===== src/rtl/riscv_muldiv_unit.sv =====
// riscv_muldiv_unit: iterative RV32M multiply/divide unit; define RISCV_MULDIV_FAST_MUL_EN for a single-cycle multiplier
module riscv_muldiv_unit #(
  parameter int XLEN   = 32,
  parameter int UNROLL = 1,
  parameter int TAG_W  = 5
) (
  input  logic             clk,
  input  logic             rst,
  input  logic             clk_en,
  input  logic             flush,
  input  logic             req_valid,
  output logic             req_ready,
  input  logic [2:0]       req_op,
  input  logic [XLEN-1:0]  req_rs1,
  input  logic [XLEN-1:0]  req_rs2,
  input  logic [TAG_W-1:0] req_tag,
  output logic             rsp_valid,
  input  logic             rsp_ready,
  output logic [XLEN-1:0]  rsp_result,
  output logic [TAG_W-1:0] rsp_tag,
  output logic             busy
);
  localparam int K  = XLEN / UNROLL;
  localparam int CW = $clog2(K);
  typedef enum logic [1:0] {IDLE, CALC, DONE} state_t;
  state_t state, state_nxt;
  logic [2:0] op_q;
  logic [TAG_W-1:0] tag_q;
  logic [XLEN-1:0] hi, lo, b_q, hi_nxt, lo_nxt, a_abs, b_abs, result_nxt;
  logic [XLEN:0] sub, sum;
  logic [2*XLEN-1:0] prod;
  logic [CW-1:0] cnt;
  logic neg_q, rneg_q, a_sgn, b_sgn, a_neg, b_neg, accept, last;
  assign a_sgn = req_op[2] ? !req_op[0] : (req_op[1:0] == 2'b01 || req_op[1:0] == 2'b10);
  assign b_sgn = req_op[2] ? !req_op[0] : (req_op[1:0] == 2'b01);
  assign a_neg = a_sgn && req_rs1[XLEN-1];
  assign b_neg = b_sgn && req_rs2[XLEN-1];
  assign a_abs = a_neg ? -req_rs1 : req_rs1;
  assign b_abs = b_neg ? -req_rs2 : req_rs2;
  assign req_ready = !flush && (state == IDLE || (state == DONE && rsp_ready));
  assign accept = req_valid && req_ready;
  assign rsp_valid = state == DONE;
  assign busy = state != IDLE;
  // One compute step: UNROLL shift-add (multiply) or restoring-subtract (divide) iterations on {hi,lo}
  always_comb begin
    hi_nxt = hi;
    lo_nxt = lo;
    sub = '0;
    sum = '0;
    last = cnt == CW'(K - 1);
    for (int i = 0; i < UNROLL; i++) begin
      if (op_q[2]) begin
        sub = {hi_nxt, lo_nxt[XLEN-1]} - {1'b0, b_q};
        hi_nxt = sub[XLEN] ? {hi_nxt[XLEN-2:0], lo_nxt[XLEN-1]} : sub[XLEN-1:0];
        lo_nxt = {lo_nxt[XLEN-2:0], !sub[XLEN]};
      end else begin
        sum = {1'b0, hi_nxt} + (lo_nxt[0] ? {1'b0, b_q} : '0);
        lo_nxt = {sum[0], lo_nxt[XLEN-1:1]};
        hi_nxt = sum[XLEN:1];
      end
    end
`ifdef RISCV_MULDIV_FAST_MUL_EN
    if (!op_q[2]) begin
      {hi_nxt, lo_nxt} = (2*XLEN)'(lo) * (2*XLEN)'(b_q);
      last = 1'b1;
    end
`endif
  end
  // Sign fixup and result selection applied as the last step completes
  always_comb begin
    prod = neg_q ? -{hi_nxt, lo_nxt} : {hi_nxt, lo_nxt};
    result_nxt = op_q[2] ? (op_q[1] ? (rneg_q ? -hi_nxt : hi_nxt) : (neg_q ? -lo_nxt : lo_nxt))
                         : (op_q[1:0] == 2'b00 ? prod[XLEN-1:0] : prod[2*XLEN-1:XLEN]);
  end
  // Next state: flush wins, then accept, then completion, then response handshake
  always_comb begin
    state_nxt = state;
    if (flush) state_nxt = IDLE;
    else if (accept) state_nxt = CALC;
    else if (state == CALC && last) state_nxt = DONE;
    else if (state == DONE && rsp_ready) state_nxt = IDLE;
  end
  // State, operand latch, iteration and response registers
  always_ff @(posedge clk) begin
    if (rst) begin
      state <= IDLE;
      rsp_result <= '0;
      rsp_tag <= '0;
    end else if (clk_en) begin
      state <= state_nxt;
      if (accept) begin
        op_q <= req_op;
        tag_q <= req_tag;
        hi <= '0;
        lo <= a_abs;
        b_q <= b_abs;
        neg_q <= req_op[2] ? (a_neg ^ b_neg) && |req_rs2 : a_neg ^ b_neg;
        rneg_q <= a_neg;
        cnt <= '0;
      end else if (state == CALC) begin
        hi <= hi_nxt;
        lo <= lo_nxt;
        cnt <= cnt + 1'b1;
        if (last && !flush) begin
          rsp_result <= result_nxt;
          rsp_tag <= tag_q;
        end
      end
    end
  end
endmodule


===== config.mk =====
export PLATFORM = sky130hd
export DESIGN_NAME = riscv_muldiv_unit
export DESIGN_NICKNAME = d
export VERILOG_FILES = /design/src/rtl/riscv_muldiv_unit.sv
export SDC_FILE = /design/constraint.sdc
export NUM_CORES = 1
export LEC_CHECK = 0
export ABC_CLOCK_PERIOD_IN_PS = 7800
export CAP_MARGIN = 10
export CORE_ASPECT_RATIO = 1.25
export CORE_MARGIN = 5
export CORE_UTILIZATION = 35
export CTS_CLUSTER_SIZE = 20
export DETAILED_ROUTE_END_ITERATION = 8
export HOLD_SLACK_MARGIN = 0.08
export PLACE_DENSITY = 0.57
export SETUP_SLACK_MARGIN = 0.1
export SYNTH_ARGS = -nofsm -noshare
export SYNTH_HDL_FRONTEND = slang
export SYNTH_SLANG_ARGS = --single-unit

===== constraint.sdc =====
create_clock -name clk -period 7.8 [get_ports clk]
set_clock_uncertainty 0.1 [all_clocks]
set_input_delay 1.56 -clock clk [delete_from_list [all_inputs] [get_ports clk]]
set_output_delay 1.56 -clock clk [all_outputs]
set_load 0.01 [all_outputs]

=== After elaboration in Yosys (flattened, before gate mapping) ===
Cells that the tools add are included.

* Word-level logic and storage cells: 73
* Input bits: 78
* Register bits: 150

* Reduce and logical (&&, ||, !) cells: 23
* Equal/unequal tests: 5
* Bitwise logic cells: 3
* Multiplexer cells: 23
* Add/sub/neg operators: 8

{| class="wikitable"
|+ Operator list
! operator !! count
|-
| 32-bit 2-to-1 mux || 14
|-
| 32-bit negation || 4
|-
| 64-bit 2-to-1 mux || 1
|-
| 64-bit negation || 1
|-
| 32-bit by 32-bit adder with 33-bit output || 1
|-
| 33-bit by 32-bit subtractor with 33-bit output || 1
|-
| 32-bit OR reduction || 1
|-
| 1-bit logical AND || 8
|-
| 2-bit 2-to-1 mux || 4
|-
| 3-bit AND reduction || 2
|-
| 5-bit by 1-bit adder with 5-bit output, second input constant || 1
|-
| 5-bit == test, second input constant || 1
|-
| 5-bit 2-to-1 mux || 1
|-
| 2-bit by 1-bit == test with 1-bit output, second input constant || 2
|-
| 2-bit == test, second input constant || 2
|-
| 2-bit logical NOT || 2
|-
| 4-bit AND reduction || 1
|-
| 2-bit nonzero test || 2
|-
| 4-bit nonzero test || 1
|-
| 1-bit logical NOT || 3
|-
| 1-bit 2-to-1 mux || 3
|-
| 1-bit logical OR || 2
|-
| 1-bit inverter || 2
|-
| 2-bit AND reduction || 1
|-
| 1-bit XOR || 1
|}

=== Depth between registers and ports, before layout ===
Gate-level depths: netlist of the first run.

* Word-level depth: 7
* Gate-level depth with buffers: 25
* Mapped depth without buffers: 24

=== Worst setup path after synthesis of the first run ===
Ideal clock, no wire load.

* Path type: input to register
* Start point: in rsp_ready
* End point: reg cnt[0], enable pin
* Setup slack: 1.279 ns
* Buffers on the path: 2
* Cell stages on the path: 6
* Data arrival time: 5.901 ns
* Cells stage by stage: inv_1 a211oi_1 nand2_1 clkbuf_1 clkbuf_1 a21oi_1

* Cells in the longest elaborated chain, start to end: 6

{| class="wikitable"
|+ Ends and longest elaborated chain
! what !! RTL line !! RTL
|-
| start, declared || 18 || <nowiki>input logic rsp_ready,</nowiki>
|-
| 1-bit logical AND || 40 || <nowiki>assign req_ready = !flush && (state == IDLE || (state == DONE && rsp_ready));</nowiki>
|-
| 1-bit logical OR || 40 ||
|-
| 1-bit logical AND || 40 ||
|-
| via req_ready || 12 || <nowiki>output logic req_ready,</nowiki>
|-
| 1-bit logical AND || 41 || <nowiki>assign accept = req_valid && req_ready;</nowiki>
|-
| 2-bit nonzero test (no line) || -- ||
|-
| 3-bit AND reduction (no line) || -- ||
|-
| end signal, assigned || 103 || <nowiki>cnt <= cnt + 1'b1;</nowiki>
|-
| end, declared || 32 || <nowiki>logic [CW-1:0] cnt;</nowiki>
|}

The timed path passes the listed nets, and every way through them passes these cells.
A chain may end at the register's enable or synchronous reset.

=== Final worst setup path of the first run ===
* Start point: reg hi[6]
* End point: reg rsp_result[30]

* Cells in the longest elaborated chain, start to end: 7
* Elaborated cells between the ends (all ways): 15
* Those cells by class: add/sub: 5; mux: 9; reduce/logical: 1

{| class="wikitable"
|+ Ends and longest elaborated chain
! what !! RTL line !! RTL
|-
| start, declared || 29 || <nowiki>logic [XLEN-1:0] hi, lo, b_q, hi_nxt, lo_nxt, a_abs, b_abs, result_nxt;</nowiki>
|-
| start signal, assigned || 101 || <nowiki>hi <= hi_nxt;</nowiki>
|-
| 33-bit by 32-bit subtractor with 33-bit output || 53 || <nowiki>sub = {hi_nxt, lo_nxt[XLEN-1]} - {1'b0, b_q};</nowiki>
|-
| 32-bit 2-to-1 mux / 1-bit logical NOT (equally long branches) || 54, 55 ||
|-
| 32-bit 2-to-1 mux || 52 || <nowiki>if (op_q[2]) begin</nowiki>
|-
| 64-bit negation / 32-bit negation (equally long branches) || 71, 72 ||
|-
| 64-bit 2-to-1 mux / 32-bit 2-to-1 mux (equally long branches) || 71, 72 ||
|-
| 32-bit 2-to-1 mux (on tied branches) || 73, 72 ||
|-
| 32-bit 2-to-1 mux * || 72 || <nowiki>result_nxt = op_q[2] ? (op_q[1] ? (rneg_q ? -hi_nxt : hi_nxt) : (neg_q ? -lo_nxt : lo_nxt))</nowiki>
|-
| end signal, assigned || 105 || <nowiki>rsp_result <= result_nxt;</nowiki>
|-
| end, declared || 19 || <nowiki>output logic [XLEN-1:0] rsp_result,</nowiki>
|}

Every way passes the cells marked *; elsewhere a longest branch is shown, timed or not.

==> results of run 1 <==
==> layer usage <==
metal  track usage [%]  wire length, um
met5                 0                0
met4             15.92             4507
met3             3.281             3647
met2             42.03            29620
met1             29.61            23950
==> cells in the mapped netlist (39+ instances only) <==
| cell type | n |
|---|---|
| nor3_1 | 59 |
| nand3_1 | 56 |
| ha_1 | 71 |
| xnor2_1 | 91 |
| inv_1 | 69 |
| o21ai_0 | 115 |
| nand2_1 | 170 |
| edfxtp_1 | 111 |
| and2_1 | 64 |
| a21oi_1 | 171 |
| xor2_1 | 73 |
| nor2_1 | 225 |
| clkbuf_1 | 82 |
| mux2i_1 | 39 |
| dfxtp_1 | 39 |
==> cell families after synthesis <==
family	synth area share [%]
simple gates	24.04
compound gates	26.39
buf+inv	4.663
xor+xnor	9.310
flops	26.66
fa+ha+maj	6.017
mux	2.919
==> power groups by stage <==
stage          clock, uW  combinational, uW  sequential [uW]
2_1_floorplan          0                335              911
5_1_grt              904                589              901
6_report             863                546              899
4_1_cts              877                540              899
3_3_place_gp           0                535              917
3_5_place_dp           0                537              917
==> final timing paths <==
| check | from | to | slack [ns] | cells after the start |
|---|---|---|---|---|
| hold reg to reg | rsp_tag[0] | rsp_tag[0] | 0.36 | 2 |
| setup / recovery | hi[6] | rsp_result[30] | 1.32 | 21 |
| hold / removal | rsp_tag[0] | rsp_tag[0] | 0.36 | 2 |
| setup reg to reg | hi[6] | rsp_result[30] | 1.32 | 21 |
==> final cells by class <==
type / count / area (um2)
Antenna cell: 1 / 2.502
Clock buffer: 17 / 425.4
Clock inverter: 15 / 153.9
Fill cell: 4591 / 26090
Inverter: 71 / 266.5
Multi-Input combinational cell: 1653 / 10640
Sequential cell: 150 / 4114
Tap cell: 572 / 715.7
Timing Repair Buffer: 161 / 1501
==> registers in the layout (all words and copies together), names as in the netlist <==
name        flops
rsp_tag         5
cnt             5
rneg_q          1
b_q            32
neg_q           1
hi             32
state           2
lo             32
op_q            3
rsp_result     32
tag_q           5
==> through the flow <==
| step | hold slack, ns | std cells | setup slack, ns | utilization (%) | power (uW) |
|---|---|---|---|---|---|
| 2_1_floorplan | 0.3666 | 1985 | 1.279 | - | 1246 |
| 3_3_place_gp | 0.3456 | 2607 | 1.659 | 39.25 | 1451 |
| 3_5_place_dp | 0.3502 | 2607 | 1.499 | 39.25 | 1454 |
| 4_1_cts | 0.3613 | 2639 | 1.467 | 40.57 | 2316 |
| 5_1_grt | 0.3758 | 2639 | 0.9313 | 40.57 | 2394 |
| 6_report | 0.3579 | 2640 | 1.318 | 40.58 | 2309 |
==> critical path, cell delays in order (launching register included) <==
cell and delay, ns:
edfxtp_1 0.44, ha_1 0.42, a21oi_1 0.23, nand2_1 0.16
o21bai_4 0.20, a21oi_4 0.12, o211a_1 0.37, o31ai_4 0.53
nor2_1 0.31, a21oi_1 0.31, ha_1 0.25, o221ai_1 0.22
nand3b_1 0.28, or4_1 0.54, or3_1 0.39, nand2b_1 0.21
nor2_1 0.12, buf_4 0.20, nand3_1 0.23, a222oi_1 0.39
a31oi_1 0.13, a211o_1 0.24
==> flow_summary.ini, run 1 <==
[run_status]
status = finished clean

[synthesis]
synth_nets = 2136
syn-instance-count = 1985
yosys.area.top_type = edfxtp_1
synthTopCellsByArea = edfxtp_1 (22%), ha_1 (5.8%), a21oi_1 (5.5%), nor2_1 (5.5%), xnor2_1 (5.2%)
ys.warnings.count = 0
synth_seq_area_share_pct = 26.66
synth_seq_cells = 150
ys.flop_type = edfxtp_1
yosys.cell_types.count = 95
synth_edf_count = 111
avgSynthCellArea_um2 = 7.773
synth_area_um2 = 15430
synthArstFlopShare_pct = 0
yosysTopAreaCellShare_pct = 21.60

[critical_path]
worstPathRequired_ns = 8.05
worstSetupEndpointType = flop
cp_max_fo = 10
critPathLaunchType = flop
worstPathArrival_ns = 6.73
crit_type = reg2reg

[global_routing]
grt_pass1_vias = 15363
grt_pass1_wl_mm = 93.32
antenna_found_initial = 1
grt_max_degree = 84
overflow = 0
grt_use_total_pct = 24.89

[cells_and_area]
drive_above_1_share_pct = 5.854
fin_nets = 2205
final_cell_area_um2 = 17810
synthToLayoutAreaGrowth_pct = 15.47
final_cell_mix = nor2_1 (224), a21oi_1 (170), nand2_1 (169), clkdlybuf4s50_1 (117), o21ai_0 (115)
final_common_cell = nor2_1

[die]
core_um2 = 43900
die-area_um2 = 48410
fp.dieH_um = 244.7
std_cell_rows = 86
ios = 118
die_w_um = 197.8
start_util_pct = 35.14

[placement]
gp_congestion = 0.9860
place_area_um2 = 17230
portBuffers = 117
dp_hpwl_mm = 48.09

[routing]
vias = 16013
ant_nets = 0
drc = 0
via_per_inst = 6.066
drt_wl_total_mm = 61.73
wl_per_cell_um = 23.38
firstDrtPassIters = 6
first_iter_violations = 1338

[pwr]
p_sw_uw = 791.3
pwr-share-clk_pct = 37.4
ir_drop_uv = 143.7
sequentialPowerShare_pct = 38.9
pwr-share-comb_pct = 23.7
p_leak_uw = 0.006556
internal_power_uw = 1517
swShare_pct = 34.28
powerDensity_nw_per_um2 = 129.6

[sta]
setup_tns_ns = 0
period_minus_slack_ns = 6.482
tightest_slew_ns = 1.234
fmax_mhz = 154.3
setup_viol = 0
slew_headroom_pct = 17.40
rsz0062_at_grt = false
slew_viol_final = 0
finalCritPeriodShare_pct = 83.10
final_hold_viol_count = 0

[cts]
cts.path.max_buffers = 2
htreeDepth = 4
cts_resized = 0
cts.reportedPaths.clkPinSlew_ns = 0.08
clk_latency_ns = 0.46
numCtsBuffers = 17
cts_tree = yes
hold_buffers = 0
cts_setup_buffers = 0
cts_root_buf = clkbuf_16
cts.sinks = 150

[job]
drv_cap = 0

[worst_hold_path]
min_path_type = reg2reg
Power figures use the tool's default switching activity.
==> inputs of run 2 (changes only) <==
--- a/config.mk
+++ b/config.mk
@@ -5,7 +5,7 @@
 export SDC_FILE = /design/constraint.sdc
 export NUM_CORES = 1
 export LEC_CHECK = 0
-export ABC_CLOCK_PERIOD_IN_PS = 7800
+export ABC_CLOCK_PERIOD_IN_PS = 5600
 export CAP_MARGIN = 10
 export CORE_ASPECT_RATIO = 1.25
 export CORE_MARGIN = 5
@@ -13,7 +13,7 @@
 export CTS_CLUSTER_SIZE = 20
 export DETAILED_ROUTE_END_ITERATION = 8
 export HOLD_SLACK_MARGIN = 0.08
-export PLACE_DENSITY = 0.57
+export PLACE_DENSITY = 0.59
 export SETUP_SLACK_MARGIN = 0.1
 export SYNTH_ARGS = -nofsm -noshare
 export SYNTH_HDL_FRONTEND = slang
==> constraint.sdc (replaced) <==
create_clock -name clk -period 5.6 [get_ports clk]
set_clock_uncertainty 0.1 [all_clocks]
set_input_delay 1.12 -clock clk [delete_from_list [all_inputs] [get_ports clk]]
set_output_delay 1.12 -clock clk [all_outputs]
set_load 0.01 [all_outputs]
==> run 2 against run 1 <==
Effect of this change: utilization grew 1.9 points; sequential share of layout area down 1.0 points; final area increased by 4.6%; setup slack got worse by 1.1 ns; register-to-register slack got worse by 1.1 ns; sequential power grew 39%; maximum frequency is 20% higher; flip-flop and latch count is the same; power is 39% higher; critical path type unchanged; largest cell class unchanged.
==> flow_summary.ini, run 2 (synthesis gave the netlist of run 1 again) <==
[run_status]
status = finished clean

[critical_path]
cp_max_fo = 31
worstSetupEndpointType = flop
critical-path-max-stage-delay_ns = 0.66
worstPathRequired_ns = 5.83
crit_path_cell_trace = buf_12, nand2_1, inv_1, ha_1, a211oi_1, o21ai_0, a311o_1, o211ai_1, nand2_1, xnor2_1, nor2_1, a311o_1, or4_1, nand4b_1, buf_4, or4_1, nand3_1, o311ai_1
worstPathArrival_ns = 5.65
crit_type = reg2reg
r2r.worst_path.cells = 18
reg2reg_slack_ns = 0.18
cp_num_cells = 18
crit_family = simple AND/OR/NAND/NOR gates
cp_slowest_cell = or4_1
critPathLaunchType = flop
worst-path-buf-inv = 3

[cells_and_area]
synthToLayoutAreaGrowth_pct = 20.81
final_common_cell = nor2_1
drive_above_1_share_pct = 10.74
final_cell_mix = nor2_1 (223), nand2_1 (169), a21oi_1 (167), buf_4 (133), clkdlybuf4s50_1 (117)
fin_nets = 2298
final_cell_area_um2 = 18640

[pwr]
p_sw_uw = 1071
p_total_uw = 3205
p_leak_uw = 0.007027
powerDensity_nw_per_um2 = 171.9
sequentialPowerShare_pct = 39.0
ir_drop_uv = 191.9
internal_power_uw = 2134
swShare_pct = 33.43
pwr-share-clk_pct = 36.1
pwr-share-comb_pct = 24.9

[sta]
period_minus_slack_ns = 5.420
setup_tns_ns = 0
rsz0062_at_grt = true
fmax_mhz = 184.5
tightest_slew_ns = 1.086
slew_viol_final = 0
final_hold_viol_count = 0
setup_viol = 0
finalCritPeriodShare_pct = 96.79
slew_headroom_pct = 26.99

[placement]
gp_congestion = 0.9897
place_area_um2 = 17930
dp_hpwl_mm = 48.78
portBuffers = 117

[routing]
vias = 16246
first_iter_violations = 1548
wl_per_cell_um = 22.65
drt_wl_total_mm = 61.91
drc = 0
ant_nets = 0
firstDrtPassIters = 6
via_per_inst = 5.944

[die]
die_w_um = 197.8
start_util_pct = 35.14
ios = 118
std_cell_rows = 86
die-area_um2 = 48410
core_um2 = 43900
fp.dieH_um = 244.7

[global_routing]
antenna_found_initial = 0
grt_pass1_wl_mm = 92.24
grt_max_degree = 82
overflow = 0
grt_pass1_vias = 15506
grt_use_total_pct = 24.59

[worst_hold_path]
min_path_type = reg2reg
whs_path_depth = 2

[job]
drv_cap = 0

[cts]
htreeDepth = 4
cts.path.max_buffers = 2
hold_buffers = 0
numCtsBuffers = 17
cts_root_buf = clkbuf_16
cts.reportedPaths.clkPinSlew_ns = 0.07
cts_tree = yes
clk_latency_ns = 0.46
cts.sinks = 150
==> run 2: cell types whose count changed in the layout (fill, tap and decap cells not counted), moves of 2 or more <==
cell      before  now
buf_4         44  133
a21oi_1      170  167
inv_8          7    4
ha_1          71   67
inv_6          3    5
nor3_2         1    3
ha_2           0    3
buf_12         0    4
a21oi_2        5    7
clkinv_2       0    2
==> run 2: cell type report <==
class	count	area, um2
antenna	1	2.502
clock buffer	17	425.4
clock inverter	15	135.1
fill	4507	25260
inverter	71	266.5
multi-input combinational	1653	10730
sequential	150	4114
tap	572	715.7
timing repair buffer	254	2250
==> run 2: power groups by stage <==
| stage | clock network [uW] | registers, uW | logic, uW |
|---|---|---|---|
| 2_1_floorplan | 0 | 1270 | 467 |
| 3_3_place_gp | 0 | 1270 | 775 |
| 4_1_cts | 1170 | 1250 | 784 |
| 5_1_grt | 1210 | 1250 | 861 |
| 6_report | 1160 | 1250 | 797 |
| 3_5_place_dp | 0 | 1280 | 780 |
==> run 2: final timing paths <==
kind | to | start
min reg2reg | rsp_result[3] | rsp_result[3]
min | rsp_result[3] | rsp_result[3]
max | rsp_result[25] | lo[0]
max reg2reg | rsp_result[25] | lo[0]
==> run 2: worst min-delay path, cell delays in order, from the launching register on <==
cell     delay, ns
dfxtp_1       0.32
nand2_1       0.05
a21oi_1       0.05
==> run 2: repair_timing <==
action | in CTS | in global routing
setup buffers | 0 | 5
setup endpoints to repair | 0 | 19
gates resized for setup | 0 | 22
==> run 2: through the flow <==
step / setup WS (ns) / hold WS (ns) / cells / utilization, %
CTS: 0.1630 / 0.3638 / 2727 / 42.12
global route: 0.04698 / 0.3842 / 2732 / 42.45
floorplan: 0.1998 / 0.3666 / 1985 / -
detailed placement: 0.1604 / 0.3533 / 2695 / 40.84
finish: 0.1796 / 0.3640 / 2733 / 42.46
global placement: 0.2725 / 0.3468 / 2695 / 40.84
==> run 2: metal layers <==
metal	global-route usage [%]	vias to the layer above	wire (um)
met2	42.69	600	30510
met1	29.18	7786	24410
met4	14.00	0	3820
met3	2.938	157	3172
met5	0	-	0
li1	-	7703	-
